File: config.mk
export PLATFORM = sky130hd
export DESIGN_NAME = dma_timing_control_flat
export DESIGN_NICKNAME = d
export VERILOG_FILES = /design/src/rtl/dma_pkg.sv /design/src/rtl/dma_timing_control_if.sv /design/src/rtl/dma_priority_resolver.sv /design/src/rtl/dma_timing_control.sv /design/src/flat_wrapper.sv
export SDC_FILE = /design/constraint.sdc
export NUM_CORES = 1
export LEC_CHECK = 0
export CAP_MARGIN = 0
export CORE_ASPECT_RATIO = 0.9
export CORE_MARGIN = 5
export CORE_UTILIZATION = 49
export DETAILED_ROUTE_END_ITERATION = 8
export MAX_ROUTING_LAYER = met4
export PLACE_DENSITY = 0.91
export SLEW_MARGIN = 20
export SYNTH_ARGS = -nofsm -noshare
export SYNTH_HDL_FRONTEND = slang
export SYNTH_SLANG_ARGS = --single-unit
File: constraint.sdc
create_clock -name CLK -period 4.3 [get_ports CLK]
set_input_delay 0.86 -clock CLK [delete_from_list [all_inputs] [get_ports CLK]]
set_output_delay 0.86 -clock CLK [all_outputs]
set_load 0.01 [all_outputs]
File: src/rtl/dma_pkg.sv
// Shared types and field positions for the DMA transfer-sequencing stage.
package dma_pkg;

  localparam int NUM_CH = 4;
  localparam int MODE_W = 6;

  typedef enum logic [2:0] {SI, S0, SC, S1, S2, S3, S4} state_t;

  typedef enum logic [1:0] {
    XFER_VERIFY = 2'b00,
    XFER_WRITE  = 2'b01,
    XFER_READ   = 2'b10,
    XFER_RSVD   = 2'b11
  } xfer_t;

  typedef enum logic [1:0] {
    MODE_DEMAND  = 2'b00,
    MODE_SINGLE  = 2'b01,
    MODE_BLOCK   = 2'b10,
    MODE_CASCADE = 2'b11
  } mode_sel_t;

  // Bit positions inside one mode-register entry
  localparam int MODE_TYPE_LSB = 0;
  localparam int MODE_AUTOINIT = 2;
  localparam int MODE_DEC      = 3;
  localparam int MODE_SEL_LSB  = 4;

  // Bit positions inside the command register
  localparam int CMD_DISABLE   = 2;
  localparam int CMD_ROTATE    = 4;
  localparam int CMD_DREQ_LOW  = 6;
  localparam int CMD_DACK_HIGH = 7;

endpackage

File: src/rtl/dma_timing_control_if.sv
// Bus and datapath signals of the DMA timing-control stage; the controller uses master.
interface dma_timing_control_if;
  import dma_pkg::*;

  logic [NUM_CH-1:0]        DREQ;
  logic                     HLDA;
  logic                     EOP_N_in;
  logic [7:0]               commandReg;
  logic [NUM_CH*MODE_W-1:0] modeReg;
  logic                     wcZero;
  logic                     HRQ;
  logic                     AEN;
  logic                     ADSTB;
  logic                     MEMR_N;
  logic                     MEMW_N;
  logic                     IOR_N;
  logic                     IOW_N;
  logic [NUM_CH-1:0]        DACK;
  logic                     EOP_N_out;
  logic [1:0]               activeCh;
  logic                     addrStep;
  logic                     addrDec;
  logic                     wcStep;
  logic                     tcReload;

  modport master (
    input  DREQ, HLDA, EOP_N_in, commandReg, modeReg, wcZero,
    output HRQ, AEN, ADSTB, MEMR_N, MEMW_N, IOR_N, IOW_N, DACK,
           EOP_N_out, activeCh, addrStep, addrDec, wcStep, tcReload
  );

  modport slave (
    output DREQ, HLDA, EOP_N_in, commandReg, modeReg, wcZero,
    input  HRQ, AEN, ADSTB, MEMR_N, MEMW_N, IOR_N, IOW_N, DACK,
           EOP_N_out, activeCh, addrStep, addrDec, wcStep, tcReload
  );
endinterface

File: src/rtl/dma_priority_resolver.sv
// Picks one requesting channel, fixed (ch0 first) or rotating (after last serviced).
module dma_priority_resolver
  import dma_pkg::*;
(
  input  logic [NUM_CH-1:0] dreq,
  input  logic              dreq_low,
  input  logic              rotate,
  input  logic [1:0]        last_ch,
  output logic [1:0]        grant,
  output logic              valid
);

  logic [NUM_CH-1:0] req;
  logic [1:0]        start;
  logic [1:0]        idx;

  assign req   = dreq_low ? ~dreq : dreq;
  assign start = rotate ? last_ch + 2'd1 : 2'd0;

  // NOTE: every output gets a default before the loop so no latch is inferred.
  always_comb begin
    grant = '0;
    valid = 1'b0;
    idx   = '0;
    // Walk from lowest priority to highest so the highest requester wins last.
    for (int i = NUM_CH - 1; i >= 0; i--) begin
      idx = start + 2'(i);
      if (req[idx]) begin
        grant = idx;
        valid = 1'b1;
      end
    end
  end

endmodule

File: src/rtl/dma_timing_control.sv
// DMA transfer sequencer: arbitration, HRQ/HLDA handshake, S1-S4 strobes, step pulses.
module dma_timing_control
  import dma_pkg::*;
(
  input logic CLK,
  input logic RESET,
  dma_timing_control_if.master bus
);

  state_t            state;
  logic [1:0]        active_ch, rot_ptr, last_ch, grant;
  logic              grant_valid;
  logic [NUM_CH-1:0] dreq_act, dack_act;
  logic [MODE_W-1:0] mode_ent;
  xfer_t             xfer;
  mode_sel_t         msel;
  logic              autoinit, dec_mode, cur_req, tc, in_s4, eop_seen, keep_going;
  logic              hrq, aen, adstb, memr_n, memw_n, ior_n, iow_n;
  logic              addr_step, addr_dec, wc_step;
  logic              unused_cmd_bits;

  assign unused_cmd_bits = &{bus.commandReg[5], bus.commandReg[3], bus.commandReg[1:0]};

  assign last_ch  = rot_ptr - 2'd1;
  assign dreq_act = bus.commandReg[CMD_DREQ_LOW] ? ~bus.DREQ : bus.DREQ;
  assign cur_req  = dreq_act[active_ch];

  assign mode_ent = bus.modeReg[active_ch*MODE_W +: MODE_W];
  assign xfer     = xfer_t'(mode_ent[MODE_TYPE_LSB +: 2]);
  assign msel     = mode_sel_t'(mode_ent[MODE_SEL_LSB +: 2]);
  assign autoinit = mode_ent[MODE_AUTOINIT];
  assign dec_mode = mode_ent[MODE_DEC];

  // Terminal count is judged from the word count seen during S4 itself.
  assign in_s4      = (state == S4);
  assign tc         = bus.wcZero | eop_seen;
  assign keep_going = !bus.commandReg[CMD_DISABLE] && !tc &&
                      ((msel == MODE_BLOCK) || (msel == MODE_DEMAND && cur_req));

  dma_priority_resolver u_prio (
    .dreq     (bus.DREQ),
    .dreq_low (bus.commandReg[CMD_DREQ_LOW]),
    .rotate   (bus.commandReg[CMD_ROTATE]),
    .last_ch  (last_ch),
    .grant    (grant),
    .valid    (grant_valid)
  );

  // NOTE: sequential state uses non-blocking assignments so every register samples pre-edge values.
  always_ff @(posedge CLK) begin
    if (RESET) begin
      state     <= SI;
      hrq       <= 1'b0;
      aen       <= 1'b0;
      adstb     <= 1'b0;
      {memr_n, memw_n, ior_n, iow_n} <= '1;
      dack_act  <= '0;
      active_ch <= '0;
      rot_ptr   <= '0;
      eop_seen  <= 1'b0;
      addr_step <= 1'b0;
      addr_dec  <= 1'b0;
      wc_step   <= 1'b0;
    end else begin
      adstb     <= 1'b0;
      addr_step <= 1'b0;
      addr_dec  <= 1'b0;
      wc_step   <= 1'b0;
      unique case (state)
        SI: if (!bus.commandReg[CMD_DISABLE] && grant_valid) begin
          active_ch <= grant;
          hrq       <= 1'b1;
          state     <= S0;
        end
        S0: if (!cur_req) begin
          hrq   <= 1'b0;
          state <= SI;
        end else if (bus.HLDA) begin
          dack_act <= NUM_CH'(1) << active_ch;
          if (msel == MODE_CASCADE) begin
            state <= SC;
          end else begin
            aen      <= 1'b1;
            adstb    <= 1'b1;
            eop_seen <= 1'b0;
            state    <= S1;
          end
        end
        SC: if (!cur_req) begin
          hrq      <= 1'b0;
          dack_act <= '0;
          rot_ptr  <= active_ch + 2'd1;
          state    <= SI;
        end
        S1, S2, S3: begin
          if (!bus.HLDA) begin
            // Bus taken back: abandon the transfer without stepping anything.
            {memr_n, memw_n, ior_n, iow_n} <= '1;
            hrq      <= 1'b0;
            aen      <= 1'b0;
            dack_act <= '0;
            state    <= SI;
          end else if (state == S1) begin
            memr_n <= (xfer != XFER_READ);
            ior_n  <= (xfer != XFER_WRITE);
            state  <= S2;
          end else if (state == S2) begin
            memw_n <= (xfer != XFER_WRITE);
            iow_n  <= (xfer != XFER_READ);
            if (!bus.EOP_N_in) eop_seen <= 1'b1;
            state  <= S3;
          end else begin
            {memr_n, memw_n, ior_n, iow_n} <= '1;
            addr_step <= 1'b1;
            wc_step   <= 1'b1;
            addr_dec  <= dec_mode;
            if (!bus.EOP_N_in) eop_seen <= 1'b1;
            state     <= S4;
          end
        end
        S4: if (keep_going) begin
          adstb    <= 1'b1;
          eop_seen <= 1'b0;
          state    <= S1;
        end else begin
          hrq      <= 1'b0;
          aen      <= 1'b0;
          dack_act <= '0;
          rot_ptr  <= active_ch + 2'd1;
          state    <= SI;
        end
        default: state <= SI;
      endcase
    end
  end

  assign bus.HRQ       = hrq;
  assign bus.AEN       = aen;
  assign bus.ADSTB     = adstb;
  assign bus.MEMR_N    = memr_n;
  assign bus.MEMW_N    = memw_n;
  assign bus.IOR_N     = ior_n;
  assign bus.IOW_N     = iow_n;
  // commandReg[7]=1 selects active-high DACK, 0 active-low (8237 sense)
  assign bus.DACK      = bus.commandReg[CMD_DACK_HIGH] ? dack_act : ~dack_act;
  assign bus.EOP_N_out = ~(in_s4 & bus.wcZero);
  assign bus.tcReload  = in_s4 & tc & autoinit;
  assign bus.activeCh  = active_ch;
  assign bus.addrStep  = addr_step;
  assign bus.addrDec   = addr_dec;
  assign bus.wcStep    = wc_step;

endmodule

File: src/flat_wrapper.sv
// flat-port wrapper written by rule: the top's interface ports become plain ports
module dma_timing_control_flat import dma_pkg::*;
  (CLK, RESET, bus_DREQ, bus_HLDA, bus_EOP_N_in, bus_commandReg, bus_modeReg, bus_wcZero, bus_HRQ, bus_AEN, bus_ADSTB, bus_MEMR_N, bus_MEMW_N, bus_IOR_N, bus_IOW_N, bus_DACK, bus_EOP_N_out, bus_activeCh, bus_addrStep, bus_addrDec, bus_wcStep, bus_tcReload);
  dma_timing_control_if bus_i ();
  input logic CLK;
  input logic RESET;
  input wire logic [$bits(bus_i.DREQ)-1:0] bus_DREQ;
  input wire logic [$bits(bus_i.HLDA)-1:0] bus_HLDA;
  input wire logic [$bits(bus_i.EOP_N_in)-1:0] bus_EOP_N_in;
  input wire logic [$bits(bus_i.commandReg)-1:0] bus_commandReg;
  input wire logic [$bits(bus_i.modeReg)-1:0] bus_modeReg;
  input wire logic [$bits(bus_i.wcZero)-1:0] bus_wcZero;
  output wire logic [$bits(bus_i.HRQ)-1:0] bus_HRQ;
  output wire logic [$bits(bus_i.AEN)-1:0] bus_AEN;
  output wire logic [$bits(bus_i.ADSTB)-1:0] bus_ADSTB;
  output wire logic [$bits(bus_i.MEMR_N)-1:0] bus_MEMR_N;
  output wire logic [$bits(bus_i.MEMW_N)-1:0] bus_MEMW_N;
  output wire logic [$bits(bus_i.IOR_N)-1:0] bus_IOR_N;
  output wire logic [$bits(bus_i.IOW_N)-1:0] bus_IOW_N;
  output wire logic [$bits(bus_i.DACK)-1:0] bus_DACK;
  output wire logic [$bits(bus_i.EOP_N_out)-1:0] bus_EOP_N_out;
  output wire logic [$bits(bus_i.activeCh)-1:0] bus_activeCh;
  output wire logic [$bits(bus_i.addrStep)-1:0] bus_addrStep;
  output wire logic [$bits(bus_i.addrDec)-1:0] bus_addrDec;
  output wire logic [$bits(bus_i.wcStep)-1:0] bus_wcStep;
  output wire logic [$bits(bus_i.tcReload)-1:0] bus_tcReload;
  assign bus_i.DREQ = bus_DREQ;
  assign bus_i.HLDA = bus_HLDA;
  assign bus_i.EOP_N_in = bus_EOP_N_in;
  assign bus_i.commandReg = bus_commandReg;
  assign bus_i.modeReg = bus_modeReg;
  assign bus_i.wcZero = bus_wcZero;
  assign bus_HRQ = bus_i.HRQ;
  assign bus_AEN = bus_i.AEN;
  assign bus_ADSTB = bus_i.ADSTB;
  assign bus_MEMR_N = bus_i.MEMR_N;
  assign bus_MEMW_N = bus_i.MEMW_N;
  assign bus_IOR_N = bus_i.IOR_N;
  assign bus_IOW_N = bus_i.IOW_N;
  assign bus_DACK = bus_i.DACK;
  assign bus_EOP_N_out = bus_i.EOP_N_out;
  assign bus_activeCh = bus_i.activeCh;
  assign bus_addrStep = bus_i.addrStep;
  assign bus_addrDec = bus_i.addrDec;
  assign bus_wcStep = bus_i.wcStep;
  assign bus_tcReload = bus_i.tcReload;
  dma_timing_control u_core (.CLK(CLK), .RESET(RESET), .bus(bus_i));
endmodule
# Word-level counts from Yosys, hierarchy flattened
# Index checks and enable logic that the tools add are counted.
[classes]
n_addsub = 6
multipliers = 1
order_cmp = 5
bitwise_logic = 9
muxes = 74
n_reduce_logical = 26
eq_ne = 25
shift = 2
[ops]
columns = ["cell", "count"]
rows = [
  ["$mux 1", 40],
  ["$mux 4", 7],
  ["$ne 2x2->1 const B", 12],
  ["$shiftx 24x6->6", 1],
  ["$mux 2", 9],
  ["$mux 3", 6],
  ["$pmux 4 s4", 1],
  ["$lt 2x3->1 const B", 5],
  ["$pmux 3 s5", 1],
  ["$reduce_and 6->1", 2],
  ["$bmux 1 s2", 5],
  ["$eq 3x3->1 const B", 3],
  ["$not 4->4", 2],
  ["$reduce_and 8->1", 1],
  ["$reduce_bool 4->1", 2],
  ["$add 2x1->2 const B", 3],
  ["$eq 3x2->1 const B", 2],
  ["$ne 2x1->1 const B", 3],
  ["$pmux 1 s3", 2],
  ["$reduce_and 2->1", 3],
  ["$reduce_and 3->1", 2],
  ["$reduce_and 5->1", 1],
  ["$reduce_or 5->1", 1],
  ["$add 2x2->2 const B", 2],
  ["23 further kinds", 32],
]
[word_totals]
reg_bits = 21
in_bits = 41
out_inout_bits = 18

# Depth between registers and ports, before layout
# Gate-level depths: netlist of run 1.
[depth]
depth_word = 13
depth_mapped = 8
ltp_nobuf = 6

# By module
# From an unflattened synthesis of run 1, not the netlist that was laid out.
[hier_totals]
hier_cells = 210
hier_area_um2 = 1811.7
[by_module_without_submodules]
columns = ["module", "instances", "area_each_um2", "cells_per_inst", "seq_area_each_um2"]
rows = [
  ["dma_timing_control", 1, 1473.9, 163, 420.4],
  ["dma_priority_resolver", 1, 337.8, 47, 0.0],
]

# Least setup slack after synthesis of run 1
# No wires, ideal clock.
[synth_timing]
path_type = "input-to-reg"
from = "input bus_DREQ[1]"
to = "register u_core.rot_ptr[1]"
slack_ns = 1.798
cell_stages = 7
n_path_buf = 1
arrival_time_ns = 2.373
path_cell_list = "clkbuf_1 mux4_2 xor2_2 o211a_4 a21o_1 mux2i_1 nor2_1"
[synth_via]
elab_chain_cells = 9
elab_cells_between_ends = 10
classes_between = "eq/ne: 2; mux: 3; bitwise: 1; reduce/logical: 4"
[synth_lines]
columns = ["item", "line_no", "rtl"]
rows = [
  ["from (decl)", "flat_wrapper.sv:7", "input wire logic [$bits(bus_i.DREQ)-1:0] bus_DREQ;"],
  ["$not 4->4", "dma_timing_control.sv:25", "assign dreq_act = bus.commandReg[CMD_DREQ_LOW] ? ~bus.DREQ : bus.DREQ;"],
  ["$mux 4 (*)", "dma_timing_control.sv:25", ""],
  ["$bmux 1 s2 (*)", "dma_timing_control.sv:26", "assign cur_req = dreq_act[active_ch];"],
  ["$mux 1 (not written as such) (*)", "dma_timing_control.sv:26", ""],
  ["$logic_and 1x1->1", "dma_timing_control.sv:38", "((msel == MODE_BLOCK) || (msel == MODE_DEMAND && cur_req));"],
  ["$logic_or 1x1->1", "dma_timing_control.sv:38", ""],
  ["$logic_and 1x1->1", "dma_timing_control.sv:37", "assign keep_going = !bus.commandReg[CMD_DISABLE] && !tc &&"],
  ["$ne 2x2->1 (no line)", "--", ""],
  ["$reduce_and 3->1 (no line) (*)", "--", ""],
  ["to (signal assigned)", "dma_timing_control.sv:92", "rot_ptr <= active_ch + 2'd1;"],
  ["to (signal assigned)", "dma_timing_control.sv:129", "rot_ptr <= active_ch + 2'd1;"],
  ["to (decl)", "dma_timing_control.sv:11", "logic [1:0] active_ch, rot_ptr, last_ch, grant;"],
]
# Mark *: on every way between the ends. The rest lies on a longest branch, timed or not. The select of a mux whose other input is x is not followed.
# A chain may end at the register's enable or synchronous reset.

# Final worst setup path of run 1
[layout_timing]
from = "input bus_modeReg[20]"
to = "output bus_tcReload"
[layout_via]
elab_chain_cells = 2
[layout_lines]
columns = ["item", "line_no", "rtl"]
rows = [
  ["from (decl)", "flat_wrapper.sv:11", "input wire logic [$bits(bus_i.modeReg)-1:0] bus_modeReg;"],
  ["$shiftx 24x6->6", "dma_timing_control.sv:28", "assign mode_ent = bus.modeReg[active_ch*MODE_W +: MODE_W];"],
  ["$and 1x1->1", "dma_timing_control.sv:147", "assign bus.tcReload = in_s4 & tc & autoinit;"],
  ["to (decl)", "flat_wrapper.sv:26", "output wire logic [$bits(bus_i.tcReload)-1:0] bus_tcReload;"],
]
# No other way between the ends.

==> results of run 1 <==
## power by group through the flow
stage / clock (W) / combinational (W) / sequential, W
4_1_cts: 0.000128 / 0.000174 / 0.000218
3_3_place_gp: 0 / 0.000169 / 0.000222
5_1_grt: 0.000136 / 0.000192 / 0.000220
6_report: 0.000129 / 0.000174 / 0.000218
2_1_floorplan: 0 / 0.000117 / 0.000213
3_5_place_dp: 0 / 0.000173 / 0.000222
## sequential cells by signal (all words and copies together) (netlist names)
| register | flops |
|---|---|
| u_core.state | 3 |
| u_core.bus.IOW_N | 1 |
| u_core.bus.ADSTB | 1 |
| u_core.bus.addrDec | 1 |
| u_core.dack_act | 4 |
| u_core.bus.AEN | 1 |
| u_core.bus.activeCh | 2 |
| u_core.bus.HRQ | 1 |
| u_core.bus.MEMR_N | 1 |
| u_core.bus.MEMW_N | 1 |
| u_core.bus.IOR_N | 1 |
| u_core.bus.addrStep | 1 |
| u_core.rot_ptr | 2 |
| u_core.eop_seen | 1 |
## cell usage after synthesis (all sizes together), types with 2 or more instances
library cell,number
dfxtp,21
nor2,21
nand2,16
clkbuf,12
nand2b,11
xnor2,11
a21oi,10
o21ai,8
buf,7
mux4,7
nor3,7
inv,5
mux2i,5
nor2b,5
a22o,4
a31oi,4
ha,4
or3,4
a221oi,3
o211ai,3
o22ai,3
a211oi,2
and3,2
nand3,2
nand3b,2
nor3b,2
o21a,2
o2bb2ai,2
o31ai,2
xor2,2
## layout by cell type, fill, tap and decap left out, types with 5 or more instances in the layout
master,count
sky130_fd_sc_hd__a21oi_1,10
sky130_fd_sc_hd__clkdlybuf4s50_1,54
sky130_fd_sc_hd__dfxtp_1,21
sky130_fd_sc_hd__inv_1,5
sky130_fd_sc_hd__mux2i_1,5
sky130_fd_sc_hd__nand2_1,16
sky130_fd_sc_hd__nand2b_1,10
sky130_fd_sc_hd__nor2_1,21
sky130_fd_sc_hd__nor3_1,6
sky130_fd_sc_hd__o21ai_0,7
sky130_fd_sc_hd__xnor2_1,11
## through the flow
step	instance area, sq um	cells	utilization, %	setup WS (ns)
floorplan	1710	204	-	1.80
global placement	2230	284	65.9	1.10
detailed placement	2230	284	65.9	1.08
CTS	2270	288	67.2	1.07
global route	2270	288	67.2	0.983
finish	2270	288	67.2	1.09
## worst max-delay path, stage by stage
cell and delay, ns:
sky130_fd_sc_hd__clkdlybuf4s50_1 0.40, sky130_fd_sc_hd__mux4_2 0.46, sky130_fd_sc_hd__nor3b_1 0.15, sky130_fd_sc_hd__clkdlybuf4s50_1 0.49
## metal layers
metal	part of all wire [%]	wire, um	up-vias
met3	7.9	324	7
met1	42	1730	757
met5	0	0	-
li1	-	-	821
met4	1.5	63	0
met2	48	1960	78
## area by class of cell
type / instances / area [sq um] / area share [%]
multi-input cells: 159 / 1180 / 52.1
repair buffers: 55 / 548 / 24.1
flip-flops and latches: 21 / 420 / 18.5
well taps: 44 / 55.1 / 2.42
clock buffers: 4 / 45.0 / 1.98
inverters: 5 / 18.8 / 0.826
## worst min-delay path by stage
stage          slack (ns)  cells past startpoint            endpoint
6_report             0.48                      2      u_core.bus.AEN
5_1_grt              0.52                      1  u_core.dack_act[1]
4_1_cts              0.50                      2      u_core.bus.AEN
3_5_place_dp         0.48                      2   u_core.bus.MEMR_N
3_3_place_gp         0.47                      2      u_core.bus.AEN
2_1_floorplan        0.46                      1  u_core.dack_act[0]
## cell families after synthesis
| kind of cell | synth area share, % |
|---|---|
| fa+ha+maj | 2.92 |
| compound gates | 21.3 |
| xor+xnor | 7.09 |
| mux | 13.5 |
| buf+inv | 6.29 |
| simple gates | 24.3 |
| flops | 24.6 |
==> flow_summary.ini, run 1 <==
[worst_setup_path]
worstSetupPathType = in2out
setup.reg_to_reg.worst_slack_ns = 1.76
worstReg2RegEnd = u_core.dack_act[0]
end_kind = primary output
worstSetupEndpoint = bus_tcReload
critical_path_required_ns = 3.44
timing.critical_path.from_type = input pin
r2r-start = u_core.bus.activeCh[0]
worst_r2r_path_depth = 6
cp_data_arrival_time_ns = 2.35
startpoint = bus_modeReg[20]
cp_max_fo = 1

[floorplanning]
start_util_pct = 50.7
fp.dieW_um = 72.3
floorplan.io_pins = 59
std_cell_rows = 20
core-area_sq_mm = 0.00338
design.die.area_sq_mm = 0.00478
die_h_um = 66.1

[timing]
setup_viol = 0
final.min_clock_period_ns = 3.21
rsz0062_at_grt = no
max_slew_margin_pct = 56.5
fin_worst_hold_slack_ns = 0.485
slew_viol_final = 0
final_worst_path_period_share_pct = 74.8
fin_tns_setup_ns = 0
finClkSkew_ns = 0.00905
max_slew.worst_pin.slew_ns = 0.651
endpoints_failing_hold = 0
fmaxAchievable_mhz = 311

[synthesis]
synth_enable_flop_cells = 0
synth_top_cell_by_area = sky130_fd_sc_hd__dfxtp_1
synth_warnings = 0
post_synth_num_cell_types = 54
dominantRegCellSynth = sky130_fd_sc_hd__dfxtp_1
biggest_area_contributors_in_the_synthesized_netlist = sky130_fd_sc_hd__dfxtp_1, sky130_fd_sc_hd__xnor2_1, sky130_fd_sc_hd__mux4_2, sky130_fd_sc_hd__mux4_1, sky130_fd_sc_hd__nor2_1
postSynthRegisterBits = 21
postSynth.asyncResetShare_pct = 0
yosysTopAreaCellShare_pct = 24.6
netlist_area_sq_mm = 0.00171
synth_sequential_area_ratio_pct = 24.6
postSynthAreaPerCell_sq_um = 8.39
netlist_instances = 204
synthesized_net_count = 249

[global_routing]
maximum_number_of_pins_on_one_net_before_global_route_repair = 19
global_route.overflow_total = 0
grt_antenna_before_repair = 0
first_global_vias = 1539
busiest_layer = met2
globalRouteMet2Util_pct = 31.1
grt_pass1_wl_mm = 6.84
global_route.usage.met1_pct = 23.0
gr-usage-met3_pct = 1.52
grt.total_usage_pct = 18.4

[cts]
numCtsBuffers = 3
worst_skew_late_latency_ns = 0.26
tritoncts_clock_tree = built
cts_root_buf = sky130_fd_sc_hd__clkbuf_8
holdBufCountCts = 0
post_cts_resize_count = 0
post-cts-setup-buffer-count = 0
cts.sinks = 21
cts-htree-levels = 1
worst_setup_hold_path_clk_slew_ns = 0.08
longest_clk_path_bufs = 2

[placed_design]
numPortBuffers = 54
dp_hpwl_mm = 3.21
last_weighted_congestion_value_of_the_routability_driven_placer = 0.959

[power_and_ir_drop]
combinational_cell_fraction_of_total_power_pct = 33.4
switching_share_pct = 30.1
switching_power_w = 0.000156
power.total_w = 0.000520
pwr-share-clk_pct = 24.7
p_leak_nw = 0.815
pwr_density_cell_mw_per_mm2 = 229
power.sequential.fraction_pct = 41.9
cellInternalPower_w = 0.000364
peak_supply_drop_uv = 112

[status]
run_status = completed

[route]
viasPerCell = 5.77
dr_total_vias = 1663
drc = 0
wl_per_cell_um = 14.2
final_antenna_net_count = 0
dr.pass1.iters = 5
drt_first_iter_violations = 122
detail_route.wirelength_mm = 4.08

[finish]
drive_above_1_share_pct = 7.38
synthToLayoutAreaGrowth_pct = 32.7
antenna_diode_instance_count = 0
filler_cell_count = 286
finish.net_count = 290

[job]
max_cap_viol_count = 0

[hold_path]
hold_start = u_core.bus.AEN
worst_hold_path_type = reg2reg
(Power assumes the default switching activity.)
==> run 2, diff against run 1 <==
--- a/config.mk
+++ b/config.mk
@@ -8,10 +8,10 @@
 export CAP_MARGIN = 0
 export CORE_ASPECT_RATIO = 0.9
 export CORE_MARGIN = 5
-export CORE_UTILIZATION = 49
+export CORE_UTILIZATION = 41
 export DETAILED_ROUTE_END_ITERATION = 8
 export MAX_ROUTING_LAYER = met4
-export PLACE_DENSITY = 0.91
+export PLACE_DENSITY = 0.81
 export SLEW_MARGIN = 20
 export SYNTH_ARGS = -nofsm -noshare
 export SYNTH_HDL_FRONTEND = slang
==> constraint.sdc (replaced) <==
create_clock -name CLK -period 2.8 [get_ports CLK]
set_input_delay 0.56 -clock CLK [delete_from_list [all_inputs] [get_ports CLK]]
set_output_delay 0.56 -clock CLK [all_outputs]
set_load 0.01 [all_outputs]
==> run 2 against run 1 <==
Non-clock buffer count increased by 13. Clock skew decreased by 0.0055 ns. Global-route usage decreased by 2.8 points. Critical path depth unchanged. Via count increased by 2.1%. Register-to-register slack got worse by 1.3 ns. Sequential power increased by 50%. Power increased by 57%. First-iteration DRC count increased by 30%. Sequential share of layout area decreased by 0.80 points. Largest power group unchanged. Highest routed layer unchanged.
==> flow_summary.ini, run 2 (same netlist as run 1, synthesis figures left out) <==
[worst_setup_path]
cp_top_family = buffers and inverters
end_kind = primary output
cp_max_fo = 1
critical_path.cell_chain = clkdlybuf4s50_1 > mux4_2 > nor3b_1 > clkdlybuf4s50_1
slowest_stage = sky130_fd_sc_hd__clkdlybuf4s50_1
max_stage_delay_ns = 0.50
cp_data_arrival_time_ns = 2.06
worstSetupPathType = in2out
critical_path_required_ns = 2.24
timing.critical_path.from_type = input pin
setup.reg_to_reg.worst_slack_ns = 0.50
cp.buffers_inverters = 2
critical_path.most_common_cell = sky130_fd_sc_hd__clkdlybuf4s50_1

[timing]
finClkSkew_ns = 0.00351
endpoints_failing_hold = 0
max_slew.worst_pin.slew_ns = 0.413
fin_tns_setup_ns = 0
rsz0062_at_grt = no
max_slew_margin_pct = 72.4
slew_viol_final = 0
final.min_clock_period_ns = 2.62
final_worst_path_period_share_pct = 93.6
fmaxAchievable_mhz = 382
post-route-worst-setup-slack_ns = 0.179
setup_viol = 0
fin_worst_hold_slack_ns = 0.494

[finish]
final_common_cell = sky130_fd_sc_hd__clkdlybuf4s50_1
largest_register_ffs = 4
design_area_sq_mm = 0.00237
max_flop_register = u_core.dack_act
largest_registers = u_core.dack_act x4, u_core.state x3
synthToLayoutAreaGrowth_pct = 38.7
drive_above_1_share_pct = 12.1
layout_common_cells = sky130_fd_sc_hd__clkdlybuf4s50_1, sky130_fd_sc_hd__nor2_1, sky130_fd_sc_hd__dfxtp_1, sky130_fd_sc_hd__nand2_1, sky130_fd_sc_hd__buf_4
antenna_diode_instance_count = 0
finish.net_count = 303

[floorplanning]
design.die.area_sq_mm = 0.00557
fp.dieW_um = 78.1
std_cell_rows = 22
start_util_pct = 42.3
floorplan.io_pins = 59
core-area_sq_mm = 0.00405
die_h_um = 71.3

[route]
dr.pass1.iters = 4
wl_per_cell_um = 14.1
drt_first_iter_violations = 159
viasPerCell = 5.57
final_antenna_net_count = 0
drc = 0
detail_route.wirelength_mm = 4.31
dr_total_vias = 1698

[power_and_ir_drop]
peak_supply_drop_uv = 175
cellInternalPower_w = 0.000576
pwr_density_cell_mw_per_mm2 = 345
switching_power_w = 0.000242
p_leak_nw = 0.880
combinational_cell_fraction_of_total_power_pct = 36.5
pwr-share-clk_pct = 23.6
switching_share_pct = 29.6
power.sequential.fraction_pct = 39.9

[global_routing]
grt_antenna_before_repair = 0
first_global_vias = 1581
grt_pass1_wl_mm = 7.11
global_route.overflow_total = 0
grt.total_usage_pct = 15.6
maximum_number_of_pins_on_one_net_before_global_route_repair = 17

[cts]
numCtsBuffers = 3
worst_skew_late_latency_ns = 0.25
holdBufCountCts = 0
cts_root_buf = sky130_fd_sc_hd__clkbuf_8
longest_clk_path_bufs = 2
cts-htree-levels = 1
tritoncts_clock_tree = built
cts.sinks = 21
worst_setup_hold_path_clk_slew_ns = 0.07
post_cts_resize_count = 0
post-cts-setup-buffer-count = 0

[status]
run_status = completed

[placed_design]
pre_cts_slack_ns = 0.137
numPortBuffers = 54
last_weighted_congestion_value_of_the_routability_driven_placer = 0.895
dpl_cell_area_sq_mm = 0.00233
dp_hpwl_mm = 3.52

[job]
max_cap_viol_count = 0

[hold_path]
worst_hold_path_type = reg2reg
-- run 2: changes by cell type in the layout (fill, tap and decap cells not counted) --
cell | before | now
sky130_fd_sc_hd__buf_4 | 1 | 14
-- run 2: power groups by stage --
stage	clock network (W)	registers, W	logic (W)
floorplan	0	0.000327	0.000180
global placement	0	0.000332	0.000292
detailed placement	0	0.000333	0.000298
CTS	0.000198	0.000326	0.000299
global route	0.000210	0.000329	0.000325
finish	0.000193	0.000327	0.000299
-- run 2: routing by layer --
metal / track usage, % / part of all wire (%) / wire [um] / vias up
li1: - / - / - / 845
met1: 20.7 / 44 / 1900 / 764
met2: 25.0 / 46 / 1990 / 81
met3: 1.38 / 8.4 / 362 / 8
met4: 5.44 / 1.5 / 63 / 0
met5: - / 0 / 0 / -
-- run 2: worst register-to-register path, cell delays in order (launching register included) --
cell and delay (ns):
sky130_fd_sc_hd__dfxtp_1 0.57, sky130_fd_sc_hd__mux4_2 0.62, sky130_fd_sc_hd__xor2_2 0.25, sky130_fd_sc_hd__o211a_4 0.25
sky130_fd_sc_hd__nor2_1 0.07, sky130_fd_sc_hd__o31ai_2 0.30, sky130_fd_sc_hd__a22o_1 0.18
-- run 2: area by class of cell --
cell class	instances	area (sq um)
clock buffers	4	45.0
multi-input cells	159	1180
inverters	5	18.8
fillers	380	1670
well taps	48	60.1
repair buffers	68	646
flip-flops and latches	21	420
-- run 2: worst paths after layout --
path / from / end / cells past startpoint
setup reg to reg: u_core.bus.activeCh[0] / u_core.dack_act[0] / 6
setup / recovery: bus_modeReg[20] / bus_tcReload / 4
hold / removal: u_core.bus.MEMR_N / u_core.bus.MEMR_N / 2
hold reg to reg: u_core.bus.MEMR_N / u_core.bus.MEMR_N / 2
-- run 2: stage by stage --
stage	total power [W]	instances	utilization [%]
final	0.000818	305	58.7
after global routing	0.000864	305	58.7
after CTS	0.000823	305	58.7
after detailed placement	0.000631	301	57.5
after global placement	0.000624	301	57.5
after floorplan	0.000507	204	-
